File: src/rtl/bp_fe_bp_trace_driver.sv
// rtl/bp_fe_bp_trace_driver.sv - replays resolved branch records into a predictor and tallies mispredictions
module bp_fe_bp_trace_driver #(
    parameter int bht_idx_width_p = 8,
    parameter int cnt_width_p     = 32
) (
    input  logic                       clk_i,
    input  logic                       reset_n_i,

    input  logic                       trace_v_i,
    input  logic [bht_idx_width_p-1:0] trace_idx_i,
    input  logic                       trace_taken_i,
    output logic                       trace_ready_o,

    output logic                       r_v_o,
    output logic [bht_idx_width_p-1:0] idx_r_o,
    input  logic                       predict_i,

    output logic                       w_v_o,
    output logic [bht_idx_width_p-1:0] idx_w_o,
    output logic                       correct_o,
    output logic                       mispredict_o,

    input  logic                       stat_clear_i,
    output logic [cnt_width_p-1:0]     branch_cnt_o,
    output logic [cnt_width_p-1:0]     miss_cnt_o,
    output logic                       busy_o
);

    typedef enum logic [1:0] {
        S_IDLE    = 2'd0,
        S_PREDICT = 2'd1,
        S_UPDATE  = 2'd2
    } state_e;

    localparam logic [cnt_width_p-1:0] CNT_MAX = '1;

    state_e                       state_q, state_d;
    logic [bht_idx_width_p-1:0]   idx_q, idx_d;
    logic                         taken_q, taken_d;
    logic                         pred_q, pred_d;
    logic [cnt_width_p-1:0]       branch_cnt_q, branch_cnt_d;
    logic [cnt_width_p-1:0]       miss_cnt_q, miss_cnt_d;
    logic                         accept;
    logic                         correct;

    assign accept  = trace_v_i && (state_q == S_IDLE);
    assign correct = (state_q == S_UPDATE) && (pred_q == taken_q);

    always_ff @(posedge clk_i) begin
        if (!reset_n_i) begin
            state_q <= S_IDLE;
        end else begin
            state_q <= state_d;
        end
    end

    // One record at a time: the read must observe predictor state before this record's update.
    always_comb begin
        state_d = state_q;
        case (state_q)
            S_IDLE:    if (accept) state_d = S_PREDICT;
            S_PREDICT: state_d = S_UPDATE;
            S_UPDATE:  state_d = S_IDLE;
            default:   state_d = S_IDLE;
        endcase
    end

    always_comb begin
        trace_ready_o = (state_q == S_IDLE);
        r_v_o         = (state_q == S_PREDICT);
        w_v_o         = (state_q == S_UPDATE);
        busy_o        = (state_q != S_IDLE);
        correct_o     = correct;
        mispredict_o  = (state_q == S_UPDATE) && !correct;
        idx_r_o       = idx_q;
        idx_w_o       = idx_q;
        branch_cnt_o  = branch_cnt_q;
        miss_cnt_o    = miss_cnt_q;
    end

    always_comb begin
        idx_d   = idx_q;
        taken_d = taken_q;
        pred_d  = pred_q;
        if (accept) begin
            idx_d   = trace_idx_i;
            taken_d = trace_taken_i;
        end
        if (state_q == S_PREDICT) begin
            pred_d = predict_i;
        end
    end

    // Saturating tallies; a clear in the same cycle as an update discards that update.
    always_comb begin
        branch_cnt_d = branch_cnt_q;
        miss_cnt_d   = miss_cnt_q;
        if (stat_clear_i) begin
            branch_cnt_d = '0;
            miss_cnt_d   = '0;
        end else if (state_q == S_UPDATE) begin
            if (branch_cnt_q != CNT_MAX) begin
                branch_cnt_d = branch_cnt_q + cnt_width_p'(1);
            end
            if (!correct && (miss_cnt_q != CNT_MAX)) begin
                miss_cnt_d = miss_cnt_q + cnt_width_p'(1);
            end
        end
    end

    always_ff @(posedge clk_i) begin
        if (!reset_n_i) begin
            idx_q        <= '0;
            taken_q      <= 1'b0;
            pred_q       <= 1'b0;
            branch_cnt_q <= '0;
            miss_cnt_q   <= '0;
        end else begin
            idx_q        <= idx_d;
            taken_q      <= taken_d;
            pred_q       <= pred_d;
            branch_cnt_q <= branch_cnt_d;
            miss_cnt_q   <= miss_cnt_d;
        end
    end

endmodule

File: config.mk
export PLATFORM = sky130hd
export DESIGN_NAME = bp_fe_bp_trace_driver
export DESIGN_NICKNAME = d
export VERILOG_FILES = /design/src/rtl/bp_fe_bp_trace_driver.sv
export SDC_FILE = /design/constraint.sdc
export NUM_CORES = 1
export LEC_CHECK = 0
export BUFFER_PORTS_ARGS = -buffer_cell sky130_fd_sc_hd__buf_2
export CAP_MARGIN = 20
export CORE_ASPECT_RATIO = 1.5
export CORE_MARGIN = 2
export CORE_UTILIZATION = 32
export CTS_BUF_LIST = sky130_fd_sc_hd__clkbuf_8
export DETAILED_ROUTE_END_ITERATION = 12
export HOLD_SLACK_MARGIN = 0.1
export PLACE_DENSITY = 0.6
export SLEW_MARGIN = 20
export SYNTH_ARGS = -nofsm -noshare
export SYNTH_HDL_FRONTEND = slang
export SYNTH_SLANG_ARGS = --single-unit
File: constraint.sdc
create_clock -name clk_i -period 2.9 [get_ports clk_i]
set_clock_uncertainty 0.2 [all_clocks]
set_input_delay 0.58 -clock clk_i [delete_from_list [all_inputs] [get_ports clk_i]]
set_output_delay 0.58 -clock clk_i [all_outputs]
set_load 0.02 [all_outputs]
Word level (Yosys, flattened, before mapping)
Index checks and enable logic that the tools add are counted.
{"block": "word_totals", "ff_bits": 76, "inputBits": 14, "out_inout_bits": 86, "elab_cells": 27}
{"block": "op_classes", "addsub": 2, "n_eq_ne": 6, "n_mux": 2, "bitwise": 1, "reduce_logical": 10}
{"op": "$add 32x1->32 const B", "n": 2}
{"op": "$ne 32x32->1 const B", "n": 2}
{"op": "$logic_and 1x1->1", "n": 4}
{"op": "$pmux 2 s2", "n": 1}
{"op": "$reduce_and 2->1", "n": 2}
{"op": "$eq 2x1->1 const B", "n": 1}
{"op": "$eq 2x2->1 const B", "n": 1}
{"op": "$logic_not 2->1", "n": 1}
{"op": "$mux 2", "n": 1}
{"op": "$ne 2x1->1 const B", "n": 1}
{"op": "$reduce_bool 2->1", "n": 1}
{"op": "$reduce_or 2->1", "n": 1}
{"op": "$eq 1x1->1", "n": 1}
{"op": "$logic_not 1->1", "n": 1}
{"op": "$not 1->1", "n": 1}

Logic depth before layout (Yosys ltp)
{"block": "depth", "word_depth": 5, "mapped_depth": 9, "depth_no_buf": 6}

Worst setup path before layout
OpenSTA, ideal clock, no wires.
{"block": "synth_timing", "path_type": "register -> register", "start": "register miss_cnt_q[2], in the netlist miss_cnt_o[2]", "end": "register miss_cnt_q[15], in the netlist miss_cnt_o[15]", "setup_ns": 0.132, "t_arrival_ns": 1.943, "required_time_ns": 2.568, "path_slack_ns": 0.624, "path_stages_with_launch": 7, "n_path_buf": 1, "synth_period_minus_slack_ns": 2.276, "cell_sequence": "dfxtp_1 nand4_1 nor4_4 and4_4 clkbuf_1 or3_1 a21oi_1"}
{"block": "synth_via", "elab_chain_len": 3, "word_cells_on_any_way": 4, "classes_between": "1 x add/sub; 1 x eq/ne; 2 x reduce/logical"}
{"item": "start, declared", "line_no": "42", "rtl": "logic [cnt_width_p-1:0] miss_cnt_q, miss_cnt_d;"}
{"item": "start signal, assigned", "line_no": "123", "rtl": "miss_cnt_q <= miss_cnt_d;"}
{"item": "branches (longest 3 deep; another with $add 32x1->32)"}
Several ways; the timed one is not identified.
A chain may end at the register's enable or synchronous reset.

Final worst setup path
{"block": "layout_timing", "start": "register branch_cnt_q[0], in the netlist branch_cnt_o[0]", "end": "register branch_cnt_q[22], in the netlist branch_cnt_o[22]"}
{"block": "layout_via", "elab_chain_len": 2, "word_cells_on_any_way": 3, "classes_between": "1 x add/sub; 1 x eq/ne; 1 x reduce/logical"}
{"item": "start, declared", "line_no": "41", "rtl": "logic [cnt_width_p-1:0] branch_cnt_q, branch_cnt_d;"}
{"item": "start signal, assigned", "line_no": "122", "rtl": "branch_cnt_q <= branch_cnt_d;"}
{"item": "branches (longest 2 deep; another with $add 32x1->32)"}
Several ways; the timed one is not identified.

==> summary.md <==
| Metric | Value |
|---|---|
| Max_cap viols | `0` |
| Vias per cell | `5.461` |
| Nets | `568` |
| Global route total overflow | `0` |
| Syn nets | `482` |
| Post-CTS sizing | `0` |
| Port Buffers | `99` |
| Worst Path Buf+Inv | `0` |
| Clock sink count | `76` |
| Clock-pin transition on the worst setup and hold timing paths | `0.08 ns` |
| Routed Antenna Nets | `0` |
| Worst reg-to-reg path cell count | `6` |
| Netlist cell types | `51` |
| Worst hold path type | `in2reg` |
| Row cnt | `49` |
| Area of the multi-input gates | `0.002077 mm²` |
| Critical path cell sequence | `ha_1 > nand3_1 > or4_1 > a21oi_1 > a21oi_1 > a31o_2` |
| Post-synthesis sequential area ratio | `39.57%` |
| Clock root buffer | `clkbuf_8` |
| Synth-to-Final Area Change | `18.45%` |
| Crit path required time | `2.94 ns` |
| RSZ-0062 raised after global routing | `no` |
| Initial antenna violation count | `0` |
| Num CTS Buffers | `9` |
| Worst skew pair latency | `0.35 ns` |
| Max-slew violation count | `0` |
| Clock H-tree levels | `3` |
| Crit path depth | `6` |
| Filler cell count | `1247` |
| Largest net degree at the start of global routing | `42` |
| Starting density of the core | `32.49%` |
| Slowest stage cell, crit path | `or4_1` |
| Critical path class | `reg2reg` |
| Placer Congestion | `0.8132` |
| Flops & latches, synth | `76` |
| First-pass GRT wire length | `17370 µm` |
| Die height | `138.3 µm` |
| Drt initial violations | `103` |
| Core Area | `0.01183 mm²` |
| Max Clk Rate | `409.1 MHz` |
| Power per cell area | `427.6 mW/mm²` |
| Hold_buf cts | `0` |
| Syn Area/Cell | `8.251 µm²` |
| First drt pass iteration count | `5` |
| Delay-heaviest family, CP | `compound AO/OA/AOI/OAI gates` |
| WL per Instance | `15.17 µm` |
| Compound-Gate Fraction of Synth Area | `18.58%` |
| Min Tclk post-route | `2.444 ns` |
| Worst slew pin tran | `0.5943 ns` |
| Hold_sp | `trace_idx_i[6]` |
| I/O pin count | `100` |
| Detailed Route WL | `10750 µm` |
| Max clock buf depth | `2` |
| Slew Limit Headroom | `60.38%` |
| TritonCTS clock tree | `done` |
| Die ar. | `0.01293 mm²` |
| Worst Setup SP | `branch_cnt_o[0]$_SDFFE_PP0P_` |
| Most frequent cells in the layout | `buf_2, dfxtp_1, nand2_1` |
| Post-Synth Simple-Gate Area | `32.41%` |
| CP Data Arrival Time | `2.48 ns` |
| Mapped cell area | `0.003845 mm²` |
| Yosys warns | `0` |
| Most repeated library cell on the critical path | `a21oi_1` |
| GRT Util Overall | `16.64%` |
| # setup viols final | `0` |
| Total Neg Setup Slack | `0 ns` |
| Vias in the first global route | `3555` |
| Crit-path max FO | `6` |
| Synth Area in XOR/XNOR | `1.790%` |
| Largest family of logic cells by synthesized area | `simple AND/OR/NAND/NOR gates` |
| Fin. Hold Viols | `0` |
| Cell leakage power | `1.712 nW` |
| Fin crit share | `84.29%` |
| Drt drc | `0` |
| Status | `finished clean` |
| Number of synthesized flops with an enable pin | `0` |
| Crit Reg-Reg Startpoint | `branch_cnt_o[0]$_SDFFE_PP0P_` |
| CP max stage delay | `0.59 ns` |
| Post-CTS Setup Inserts | `0` |
| Layout cells sized above 1 | `25.54%` |
| Die X | `93.50 µm` |
| Startpoint Class | `flip-flop` |
| Asr flop ratio synth | `0%` |
| Crit. End Element | `flip-flop` |
| Synth Area in Adders | `0.6508%` |
| Dpl ws | `0.4826 ns` |
| Worst hold path depth | `3` |
| Syn Inst Count | `466` |
| Mux share of post-synthesis cell area | `0.5207%` |
| Commonest non-fill, non-tap cell in the layout | `buf_2` |
| Maximum vdd drop | `0.2150 mV` |
| Diodes inserted | `0` |
| Dpl hpwl | `7919 µm` |
| Final worst setup slack | `0.4556 ns` |
| Seq. cell area | `0.001521 mm²` |
| Main flop type after synthesis | `dfxtp_1` |
| Total vias in the final route | `3872` |
==> cells by family (layout without fill, tap and decap cells) <==
family,count (synthesis),after routing
AND/OR/NAND/NOR,217,217
adder cells (fa/ha/maj),2,2
AO/OA/AOI/OAI,123,123
XOR/XNOR,7,7
flip-flops,76,76
multiplexers,2,2
buffers and inverters,39,129
==> worst paths after layout <==
| path | to | slack, ns |
|---|---|---|
| worst min-delay path | idx_r_o[6]$_SDFFE_PN0P_ | 0.27 |
| worst max-delay path | branch_cnt_o[22]$_SDFFE_PP0P_ | 0.46 |
| worst min register to register | idx_r_o[0]$_SDFFE_PN0P_ | 0.28 |
| worst max register to register | branch_cnt_o[22]$_SDFFE_PP0P_ | 0.46 |
==> stage by stage <==
step | instance area [µm²] | std cells | hold WS, ns | power (W) | util [%]
floorplan | 3845 | 466 | 0.2761 | 0.001164 | -
global placement | 4372 | 694 | 0.2610 | 0.001192 | 36.95
detailed placement | 4372 | 694 | 0.2776 | 0.001194 | 36.95
CTS | 4554 | 709 | 0.2500 | 0.001979 | 38.49
global route | 4554 | 709 | 0.2702 | 0.002032 | 38.49
finish | 4554 | 709 | 0.2735 | 0.001948 | 38.49
==> cell usage after synthesis, types with 2 or more instances <==
| master | count | area [µm²] |
|---|---|---|
| a211oi_1 | 4 | 30.03 |
| a21boi_0 | 9 | 67.56 |
| a21oi_1 | 49 | 245.2 |
| a31oi_1 | 2 | 12.51 |
| and2_1 | 4 | 25.02 |
| and2_2 | 3 | 22.52 |
| and3_1 | 7 | 43.79 |
| and4_1 | 10 | 87.58 |
| buf_2 | 4 | 20.02 |
| buf_4 | 8 | 60.06 |
| buf_6 | 4 | 45.04 |
| clkbuf_1 | 12 | 45.04 |
| clkbuf_8 | 2 | 27.53 |
| dfxtp_1 | 76 | 1521 |
| ha_1 | 2 | 25.02 |
| inv_1 | 6 | 22.52 |
| mux2i_1 | 2 | 20.02 |
| nand2_1 | 50 | 187.7 |
| nand2b_1 | 3 | 18.77 |
| nand3_1 | 26 | 130.1 |
| nand4_1 | 23 | 143.9 |
| nor2_1 | 18 | 67.56 |
| nor2b_1 | 2 | 12.51 |
| nor3_1 | 5 | 25.02 |
| nor4_1 | 6 | 37.54 |
| o211ai_1 | 5 | 37.54 |
| o21ai_0 | 37 | 185.2 |
| o31ai_1 | 12 | 90.09 |
| or3_1 | 29 | 181.4 |
| or3_2 | 6 | 45.04 |
| or4_1 | 15 | 112.6 |
| or4_2 | 2 | 17.52 |
| xnor2_1 | 5 | 43.79 |
==> cell type report <==
class,count,share of cell area (%)
multi-input cells,351,45.60
well taps,153,4.203
inverters,7,0.5769
flip-flops and latches,76,33.41
repair buffers,107,12.20
clock buffers,9,2.720
clock inverters,6,1.291
==> worst min-delay path: stages <==
cell      delay [ns]
buf_2           0.09
nand2_1         0.04
a21boi_0        0.06
==> flip-flops by register name, indices dropped and copies added (netlist names) <==
signal	count
branch_cnt_o	32
miss_cnt_o	32
idx_r_o	8
state_q	2
pred_q	1
taken_q	1
==> power by group <==
group          switching [W]  internal, W  total, W
clock               0.000392     0.000387  0.000779
combinational      0.0000724    0.0000354  0.000108
sequential        0.00000779      0.00105   0.00106
total               0.000473      0.00147   0.00195
==> per-layer routing <==
layer  global-route usage, %  vias to the layer above  share of wire (%)
li1                        -                     1906                  -
met1                   18.13                     1815                 40
met2                   29.42                      123                 51
met3                   3.924                       28                5.5
met4                   8.437                        0                3.2
met5                       0                        -                  0
Note: power is estimated with default switching activity, not from simulation.
